### config.mk
export PLATFORM = sky130hd
export DESIGN_NAME = qft_cphase_sequencer
export DESIGN_NICKNAME = d
export VERILOG_FILES = /design/src/rtl/qft_cphase_sequencer.sv
export SDC_FILE = /design/constraint.sdc
export NUM_CORES = 1
export LEC_CHECK = 0
export CORE_AREA = 2 2 86 88
export CTS_CLUSTER_DIAMETER = 60
export DETAILED_ROUTE_END_ITERATION = 7
export DIE_AREA = 0 0 88 90
export DONT_BUFFER_PORTS = 1
export MAX_ROUTING_LAYER = met4
export PLACE_DENSITY = 0.42
export SYNTH_ARGS = -nofsm -noshare
export SYNTH_HDL_FRONTEND = slang
export SYNTH_SLANG_ARGS = --single-unit
### constraint.sdc
create_clock -name clk -period 3.65 [get_ports clk]
set_clock_uncertainty 0.05 [all_clocks]
set_input_delay 0.73 -clock clk [delete_from_list [all_inputs] [get_ports clk]]
set_output_delay 0.73 -clock clk [all_outputs]
set_load 0.01 [all_outputs]
### src/rtl/qft_cphase_sequencer.sv
// QFT gate-order sequencer: walks Hadamard / controlled-phase / bit-reversal swap
// descriptors for NUM_QUBITS qubits and hands them downstream over valid/ready.
module qft_cphase_sequencer #(
  parameter int NUM_QUBITS = 4,
  parameter int TOTAL_BITS = 16,
  parameter int FRAC_BITS  = 13,
  parameter int PI_FIXED   = 25736,
  parameter int QW         = (NUM_QUBITS > 1) ? $clog2(NUM_QUBITS) : 1,
  parameter int IDX_W      = 8
) (
  input  logic                         clk,
  input  logic                         rst,
  input  logic                         start,
  input  logic                         abort,
  input  logic                         op_ready,
  output logic                         busy,
  output logic                         done,
  output logic                         op_valid,
  output logic [1:0]                   op_code,
  output logic [QW-1:0]                op_ctrl,
  output logic [QW-1:0]                op_tgt,
  output logic signed [TOTAL_BITS-1:0] op_theta,
  output logic [IDX_W-1:0]             op_index
);

  typedef enum logic [2:0] {
    S_IDLE = 3'd0,
    S_HAD  = 3'd1,
    S_CPH  = 3'd2,
    S_SWP  = 3'd3,
    S_FIN  = 3'd4
  } state_t;

  localparam logic [1:0] OP_HAD = 2'd0;
  localparam logic [1:0] OP_CPH = 2'd1;
  localparam logic [1:0] OP_SWP = 2'd2;

  // An angle format without room for pi (sign + two integer bits) emits zero rotations.
  localparam logic signed [TOTAL_BITS-1:0] PI_S =
    (FRAC_BITS <= TOTAL_BITS - 3) ? TOTAL_BITS'(PI_FIXED) : '0;
  localparam logic [QW:0]   NQ       = (QW+1)'(NUM_QUBITS);
  localparam logic [QW:0]   NQ_HALF  = (QW+1)'(NUM_QUBITS / 2);
  localparam logic [QW-1:0] LAST_Q   = QW'(NUM_QUBITS - 1);
  localparam logic          HAS_SWP  = (NUM_QUBITS >= 2) ? 1'b1 : 1'b0;
  localparam logic [7:0]    SHIFT_LIM = 8'(TOTAL_BITS);

  state_t          state_r, state_s;
  logic [QW-1:0]   t_r, t_s, c_r, c_s, s_r, s_s;
  logic [QW:0]     t_inc_s, c_inc_s, s_inc_s, diff_s;
  logic [7:0]      shift_s;
  logic            hs_s, xfer_s, accept_s;

  logic                         valid_s, busy_s, done_s;
  logic [1:0]                   code_s;
  logic [QW-1:0]                ctrl_s, tgt_s;
  logic signed [TOTAL_BITS-1:0] theta_s;

  assign hs_s     = op_valid & op_ready;
  assign xfer_s   = hs_s & ~abort;
  assign accept_s = (state_r == S_IDLE) & start & ~abort;
  assign t_inc_s  = {1'b0, t_r} + {{QW{1'b0}}, 1'b1};
  assign c_inc_s  = {1'b0, c_r} + {{QW{1'b0}}, 1'b1};
  assign s_inc_s  = {1'b0, s_r} + {{QW{1'b0}}, 1'b1};

  // State and loop-counter register
  always_ff @(posedge clk or posedge rst) begin
    if (rst) begin
      state_r <= S_IDLE;
      t_r     <= '0;
      c_r     <= '0;
      s_r     <= '0;
    end else begin
      state_r <= state_s;
      t_r     <= t_s;
      c_r     <= c_s;
      s_r     <= s_s;
    end
  end

  // Next-state and counter advance; abort outranks a simultaneous handshake
  always_comb begin
    state_s = state_r;
    t_s     = t_r;
    c_s     = c_r;
    s_s     = s_r;
    case (state_r)
      S_IDLE: begin
        if (accept_s) begin
          state_s = S_HAD;
          t_s     = '0;
          c_s     = '0;
          s_s     = '0;
        end else begin
          state_s = S_IDLE;
        end
      end
      S_HAD: begin
        if (abort) begin
          state_s = S_IDLE;
        end else if (hs_s) begin
          if (t_inc_s < NQ) begin
            state_s = S_CPH;
            c_s     = t_inc_s[QW-1:0];
          end else if (HAS_SWP) begin
            state_s = S_SWP;
            s_s     = '0;
          end else begin
            state_s = S_FIN;
          end
        end else begin
          state_s = S_HAD;
        end
      end
      S_CPH: begin
        if (abort) begin
          state_s = S_IDLE;
        end else if (hs_s) begin
          if (c_inc_s < NQ) begin
            c_s = c_inc_s[QW-1:0];
          end else begin
            t_s     = t_inc_s[QW-1:0];
            state_s = S_HAD;
          end
        end else begin
          state_s = S_CPH;
        end
      end
      S_SWP: begin
        if (abort) begin
          state_s = S_IDLE;
        end else if (hs_s) begin
          if (s_inc_s < NQ_HALF) begin
            s_s = s_inc_s[QW-1:0];
          end else begin
            state_s = S_FIN;
          end
        end else begin
          state_s = S_SWP;
        end
      end
      S_FIN:   state_s = S_IDLE;
      default: state_s = S_IDLE;
    endcase
  end

  // Descriptor for the upcoming state; a stall keeps state_s, so outputs hold
  always_comb begin
    valid_s = 1'b0;
    busy_s  = 1'b0;
    done_s  = 1'b0;
    code_s  = OP_HAD;
    ctrl_s  = '0;
    tgt_s   = '0;
    theta_s = '0;
    diff_s  = {1'b0, c_s} - {1'b0, t_s};
    shift_s = 8'(diff_s);
    case (state_s)
      S_HAD: begin
        valid_s = 1'b1;
        busy_s  = 1'b1;
        code_s  = OP_HAD;
        ctrl_s  = t_s;
        tgt_s   = t_s;
      end
      S_CPH: begin
        valid_s = 1'b1;
        busy_s  = 1'b1;
        code_s  = OP_CPH;
        ctrl_s  = c_s;
        tgt_s   = t_s;
        if (shift_s >= SHIFT_LIM) begin
          theta_s = '0;
        end else begin
          theta_s = PI_S >>> shift_s;
        end
      end
      S_SWP: begin
        valid_s = 1'b1;
        busy_s  = 1'b1;
        code_s  = OP_SWP;
        ctrl_s  = s_s;
        tgt_s   = LAST_Q - s_s;
      end
      S_FIN:   done_s = 1'b1;
      default: done_s = 1'b0;
    endcase
  end

  // Registered outputs and running descriptor count
  always_ff @(posedge clk or posedge rst) begin
    if (rst) begin
      busy     <= 1'b0;
      done     <= 1'b0;
      op_valid <= 1'b0;
      op_code  <= 2'd0;
      op_ctrl  <= '0;
      op_tgt   <= '0;
      op_theta <= '0;
      op_index <= '0;
    end else begin
      busy     <= busy_s;
      done     <= done_s;
      op_valid <= valid_s;
      op_code  <= code_s;
      op_ctrl  <= ctrl_s;
      op_tgt   <= tgt_s;
      op_theta <= theta_s;
      if (accept_s) begin
        op_index <= '0;
      end else if (xfer_s) begin
        op_index <= op_index + {{(IDX_W-1){1'b0}}, 1'b1};
      end else begin
        op_index <= op_index;
      end
    end
  end

endmodule

==> flow_metrics.env, run 1 <==
export IMPL_ys_seq_elements=40
export IMPL_antenna_found_initial=0
export IMPL_fin_cells=286
export IMPL_ys_seq_area_share_pct=48.5
export IMPL_cts_resized=0
export IMPL_layout_min_cycle_time_ns=3.31
export IMPL_io_buffers=0
export IMPL_finalSetupTns_ns=0
export IMPL_crit_path_start_kind="flip-flop"
export IMPL_rsz0062_at_grt="no"
export IMPL_cap_violations=0
export IMPL_grt_total_usage_pct=11.9
export IMPL_setup_viol=0
export IMPL_r2r_start="t_r[0]"
export IMPL_cts_hold_buf=0
export IMPL_synth_compound_area_share_pct=9.83
export IMPL_crit_required_ns=3.79
export IMPL_grt_max_degree=26
export IMPL_grt_pass1_vias=1392
export IMPL_n_antenna_cell=0
export IMPL_worst_pin_slew_ns=0.937
export IMPL_synthAdderAreaFrac_pct=7.04
export IMPL_synth_top_cell_area_share_pct=48.5
export IMPL_path_max_fanout=7
export IMPL_critical_path_arrival_ns=3.45
export IMPL_status="complete, no violations"
export IMPL_drt_iter0_markers=93
export IMPL_synthCells=184
export IMPL_grt_overflow=0
export IMPL_crit_path_end_kind="flip-flop"
export IMPL_dieArea_um2=7920
export IMPL_antenna_left=0
export IMPL_routed_wirelength_um=4170
export IMPL_netlist_area_um2=2060
export IMPL_synth_top_family_by_area="simple AND/OR/NAND/NOR gates"
export IMPL_io_pins=38
export IMPL_vdd_drop_max_uv=180
export IMPL_relSlewSlack_pct=37.5
export IMPL_rrSetupSlack_ns=0.34
export IMPL_power_per_cell_area_nw_per_um2=569
export IMPL_synth_cell_types=53
export IMPL_drive_gt1_share_pct=17.6
export IMPL_ys_warn_count=0
export IMPL_drt_pass1_iter_count=4
export IMPL_post_route_period_util_pct=90.6
export IMPL_cts_tree="done"
export IMPL_synth_area_mux_share_pct=3.40
export IMPL_cts_max_level=2
export IMPL_rows=31
export IMPL_initial_utilization_pct=29.4
export IMPL_synth_area_leader_cell="dfrtp_1"
export IMPL_fin_hold_ws_ns=0.480
export IMPL_wl_per_cell_um=14.6
export IMPL_cts_root_buf="clkbuf_8"
export IMPL_clkTransAtPathRegs_ns=0.08
export IMPL_core_area_um2=7020
export IMPL_slew_viol_final=0
export IMPL_critPathKind="reg2reg"
export IMPL_p_leak_nw=1.06
export IMPL_syn_nets=200
export IMPL_worstSkewPairLatency_ns=0.29
export IMPL_synth_flop_cell="dfrtp_1"
export IMPL_dp_cells=278
export IMPL_synth_simple_area_share_pct=22.1
export IMPL_synth_top_cells_by_area="dfrtp_1 (49%), ha_1 (6.1%), nor2_4 (2.7%), nand2_1 (2.2%), xor2_1 (2.1%)"
export IMPL_worst_r2r_cell_count=12
export IMPL_die_x_um=88
export IMPL_synth_avg_cell_area_um2=11.2
export IMPL_async_reset_ff_share_pct=100
export IMPL_hold_viol=0
export IMPL_fin_nets=202
export IMPL_synth_edf_count=0
export IMPL_die_height_um=90
export IMPL_viasPerCell=4.70
export IMPL_synthTopCellsByCount="dfrtp_1 (40), nand2_1 (12), ha_1 (10), inv_1 (10), nor2_1 (10)"
export IMPL_detailed_place_hpwl_um=3100
export IMPL_grt_pass1_wl_um=7050
export IMPL_yosysMostFrequentCell="dfrtp_1"
export IMPL_cts_buffers=5
export IMPL_postCtsSetupRepairBufs=0
export IMPL_max_clock_path_buffers=2
export IMPL_cts_sinks=40
export IMPL_max_freq_mhz=302
export IMPL_r2r_end="op_theta[8]"
export IMPL_via_count=1343
export IMPL_min_path_type="in2async"
export IMPL_synth_xor_area_share_pct=2.97
export IMPL_drc=0
export IMPL_gp_congestion=0.828
export IMPL_area_growth_pct=8.31
==> layout make-up <==
| type | count | area (µm²) |
|---|---|---|
| Clock buffer | 6 | 72.6 |
| Clock inverter | 2 | 16.3 |
| Fill cell | 718 | 4790 |
| Inverter | 12 | 50.0 |
| Multi-Input combinational cell | 123 | 940 |
| Sequential cell | 40 | 1000 |
| Tap cell | 99 | 124 |
| Timing Repair Buffer | 4 | 30.0 |
==> worst max-delay path, cell delays in order (launching register included) <==
cell      delay (ns)
dfrtp_1         0.46
ha_1            0.28
o31ai_1         0.24
a31oi_1         0.11
a21oi_1         0.18
nand2b_1        0.12
ha_1            0.20
fa_1            0.64
inv_1           0.15
ha_1            0.40
nand2_1         0.14
o21ai_0         0.19
nor2_4          0.04
==> stage by stage <==
step	power [mW]	worst slack [ns]	utilization [%]	area, µm²
2_1_floorplan	0.939	0.418	-	2060
3_3_place_gp	0.995	0.262	30.5	2140
3_5_place_dp	0.993	0.198	30.5	2140
4_1_cts	1.30	0.323	31.8	2230
5_1_grt	1.38	0.0896	31.8	2230
6_report	1.27	0.342	31.8	2230
==> cells in the final DEF (no fill, tap or decap), types with 3 or more instances in the layout <==
cell / n
clkbuf_8: 5
mux2i_1: 4
a21oi_1: 6
buf_4: 4
nand3_1: 8
and3_1: 4
nor2b_1: 3
and4b_1: 3
nor2_1: 10
dfrtp_1: 40
nand2b_1: 4
nor2_4: 5
nand2_1: 12
nand3b_1: 3
inv_1: 10
xor2_1: 5
nor3_1: 4
ha_1: 10
==> power breakdown <==
part	leakage [nW]	internal [mW]	switching, mW
clock	0.0414	0.136	0.152
sequential	0.551	0.513	0.102
combinational	0.467	0.137	0.231
total	1.06	0.786	0.485
==> logic make-up (layout without fill, tap and decap cells) <==
| group | after synthesis | count (layout) |
|---|---|---|
| other | 1 | 1 |
| AO/OA/AOI/OAI | 28 | 28 |
| multiplexers | 6 | 6 |
| XOR/XNOR | 7 | 7 |
| adder cells (fa/ha/maj) | 11 | 11 |
| buffers and inverters | 21 | 24 |
| flip-flops | 40 | 40 |
| AND/OR/NAND/NOR | 70 | 70 |
==> registers in the layout, summed over array words and instances, names as in the netlist <==
register  count
op_theta     15
op_index      8
state_r       3
c_r           2
op_code       2
op_ctrl       2
op_tgt        2
s_r           2
t_r           2
done          1
op_valid      1
==> per-layer routing <==
| metal | share of wire [%] | vias to the layer above | wire, µm | track usage (%) |
|---|---|---|---|---|
| met3 | 3.0 | 7 | 123 | 3.31 |
| met4 | 1.5 | 0 | 61 | 4.23 |
| met5 | 0 | - | 0 | - |
| met2 | 50 | 21 | 2090 | 18.2 |
| li1 | - | 635 | - | - |
| met1 | 46 | 680 | 1900 | 14.9 |
==> how the worst max path moves through the flow <==
stage | startpoint | endpoint
after global placement | abort | op_theta[8]
after CTS | t_r[0] | op_theta[8]
after floorplan | abort | op_theta[8]
after global routing | t_r[0] | op_theta[8]
final | t_r[0] | op_theta[8]
after detailed placement | abort | op_theta[8]
(Power assumes the default switching activity.)
==> run 2, diff against run 1 <==
--- a/config.mk
+++ b/config.mk
@@ -5,6 +5,7 @@
 export SDC_FILE = /design/constraint.sdc
 export NUM_CORES = 1
 export LEC_CHECK = 0
+export CAP_MARGIN = 10
 export CORE_AREA = 2 2 86 88
 export CTS_CLUSTER_DIAMETER = 60
 export DETAILED_ROUTE_END_ITERATION = 7
==> results of run 2 <==
The final DEF is identical to that of run 1; final timing and power are the same.
==> edit (config.mk and constraints of run 1) <==
Encoding of `state_t`: now one-hot (5 bits for 5 states).
--- a/src/rtl/qft_cphase_sequencer.sv
+++ b/src/rtl/qft_cphase_sequencer.sv
@@ -25,8 +25,8 @@
 
-  typedef enum logic [2:0] {
-    S_IDLE = 3'd0,
-    S_HAD  = 3'd1,
-    S_CPH  = 3'd2,
-    S_SWP  = 3'd3,
-    S_FIN  = 3'd4
+  typedef enum logic [4:0] {
+    S_IDLE = 5'b00001,
+    S_HAD  = 5'b00010,
+    S_CPH  = 5'b00100,
+    S_SWP  = 5'b01000,
+    S_FIN  = 5'b10000
   } state_t;
Function: same outputs for any inputs over 10 cycles, from zero or initial values and one cycle with rst high; not proved beyond that.
==> edit against run 1 <==
- sequential cell count is 2 higher
- wire length is 21% higher
- area after synthesis is 2.8% higher
- fmax is 1.0% higher
- cell area is 5.1% higher
- first-iteration DRC count is 8.6% lower
- worst setup slack better by 0.034 ns
Power is not compared: it rests on default switching activity, and its combinational part moved more than twofold at a synthesized area within 25%.
==> edit: results (changes against run 1) <==
[placement]
place_area_sq_mm=0.002235  ; +4.2%
gp_congestion=0.8636  ; +4.4%
hpwlAfterDp_um=3725  ; +20%

[layout]
num-nonclk-inverters=16  ; +4
reg_top3=op_theta (15), op_index (8), state_r (5)
finish.instance_area_sq_mm=0.002347  ; +5.1%
syn2layout_area_growth_pct=10.74
nNonClkBuffers=7  ; +3
register_area_sq_mm=0.001052  ; +5.1%
layout-drive-gt1-share_pct=12.74  ; -4.9 points
final_nets=226  ; +12%
multi_input_cells=139  ; +13%
clkCellAreaFrac_pct=4.797  ; +0.82 points
fillers=731  ; +1.8%
multi_input_area_sq_um=945.9  ; +0.67%

[power_and_ir_drop]
p_leak_nw=1.076
vdd_drop_max_uv=145.6

[logic_synthesis]
synthDistinctLibCells=54  ; +1.9%
synthTopCellsByArea=dfrtp_1 (48%), ha_1 (5.3%), nand2_1 (3.4%)
yosysSeqAreaShare_pct=49.65  ; +1.1 points
synth_commonest_cells=dfrtp_1 (41), nand2_1 (19), a21oi_1 (14)
ys_seq_elements=42  ; +5.0%

[global_routing]
grt_pass1_wl_um=8618  ; +22%
grt_use_total_pct=14.32  ; +2.5 points
met1_usage_pct=17.85  ; +2.9 points
grt_use_met3_pct=3.857  ; +0.55 points
gr-usage-met2_pct=23.17  ; +5.0 points
grt_max_degree=27  ; +3.8%
grt_pass1_vias=1635  ; +17%

[routing]
wl_met3_um=197  ; +60%
met1_length_um=2262  ; +19%
post_drt_wl_per_cell_um=16.27  ; +12%
wl_met2_um=2527  ; +21%
dr_total_vias=1501  ; +12%

[clock_network]
worstSkewPairLatency_ns=0.30

[timing]
holdWs_ns=0.2579  ; -0.2219 ns
relSlewSlack_pct=59.27  ; +22 points

[critical_path]
crit_path_max_incr_delay_ns=0.52  ; -0.12 ns
reg2reg_depth=10  ; -2
path_max_fanout=11  ; +4

[status]
status=finished clean

==> edit: changes by cell type after synthesis, sizes merged, moves of 3 or more <==
| cell | delta |
|---|---|
| a21oi | +6 |
| and2 | +3 |
| and3 | -3 |
| and4b | -3 |
| inv | +4 |
| nand2 | +7 |
| nand3 | -6 |
| nand4 | +4 |
| o21ai | +5 |
| or3 | +5 |
==> edit: cells by family (layout without fill, tap and decap cells) <==
| group | after synthesis | after routing | share of synthesized area, % |
|---|---|---|---|
| buffers and inverters | 25 | 31 | 5.726 |
| flip-flops | 42 | 42 | 49.65 |
| AND/OR/NAND/NOR | 79 | 79 | 21.31 |
| other | 1 | 1 | 0.1769 |
| adder cells (fa/ha/maj) | 10 | 10 | 6.258 |
| XOR/XNOR | 5 | 5 | 2.066 |
| multiplexers | 4 | 4 | 1.889 |
| AO/OA/AOI/OAI | 40 | 40 | 12.93 |
==> edit: how the worst max path moves through the flow <==
stage / endpoint / slack [ns] / cells past startpoint
final: op_theta[8]$_DFF_PP0_ / 0.38 / 10
after global routing: op_theta[8]$_DFF_PP0_ / 0.12 / 10
after CTS: op_theta[8]$_DFF_PP0_ / 0.38 / 10
after detailed placement: op_theta[8]$_DFF_PP0_ / 0.22 / 11
after global placement: op_theta[8]$_DFF_PP0_ / 0.31 / 11
after floorplan: op_theta[8]$_DFF_PP0_ / 0.39 / 12
==> edit: per-stage QoR <==
step | setup WS (ns) | cells
final | 0.3760 | 311
after global routing | 0.1187 | 311
after CTS | 0.3810 | 311
after detailed placement | 0.2224 | 303
after global placement | 0.3093 | 303
after floorplan | 0.3863 | 206
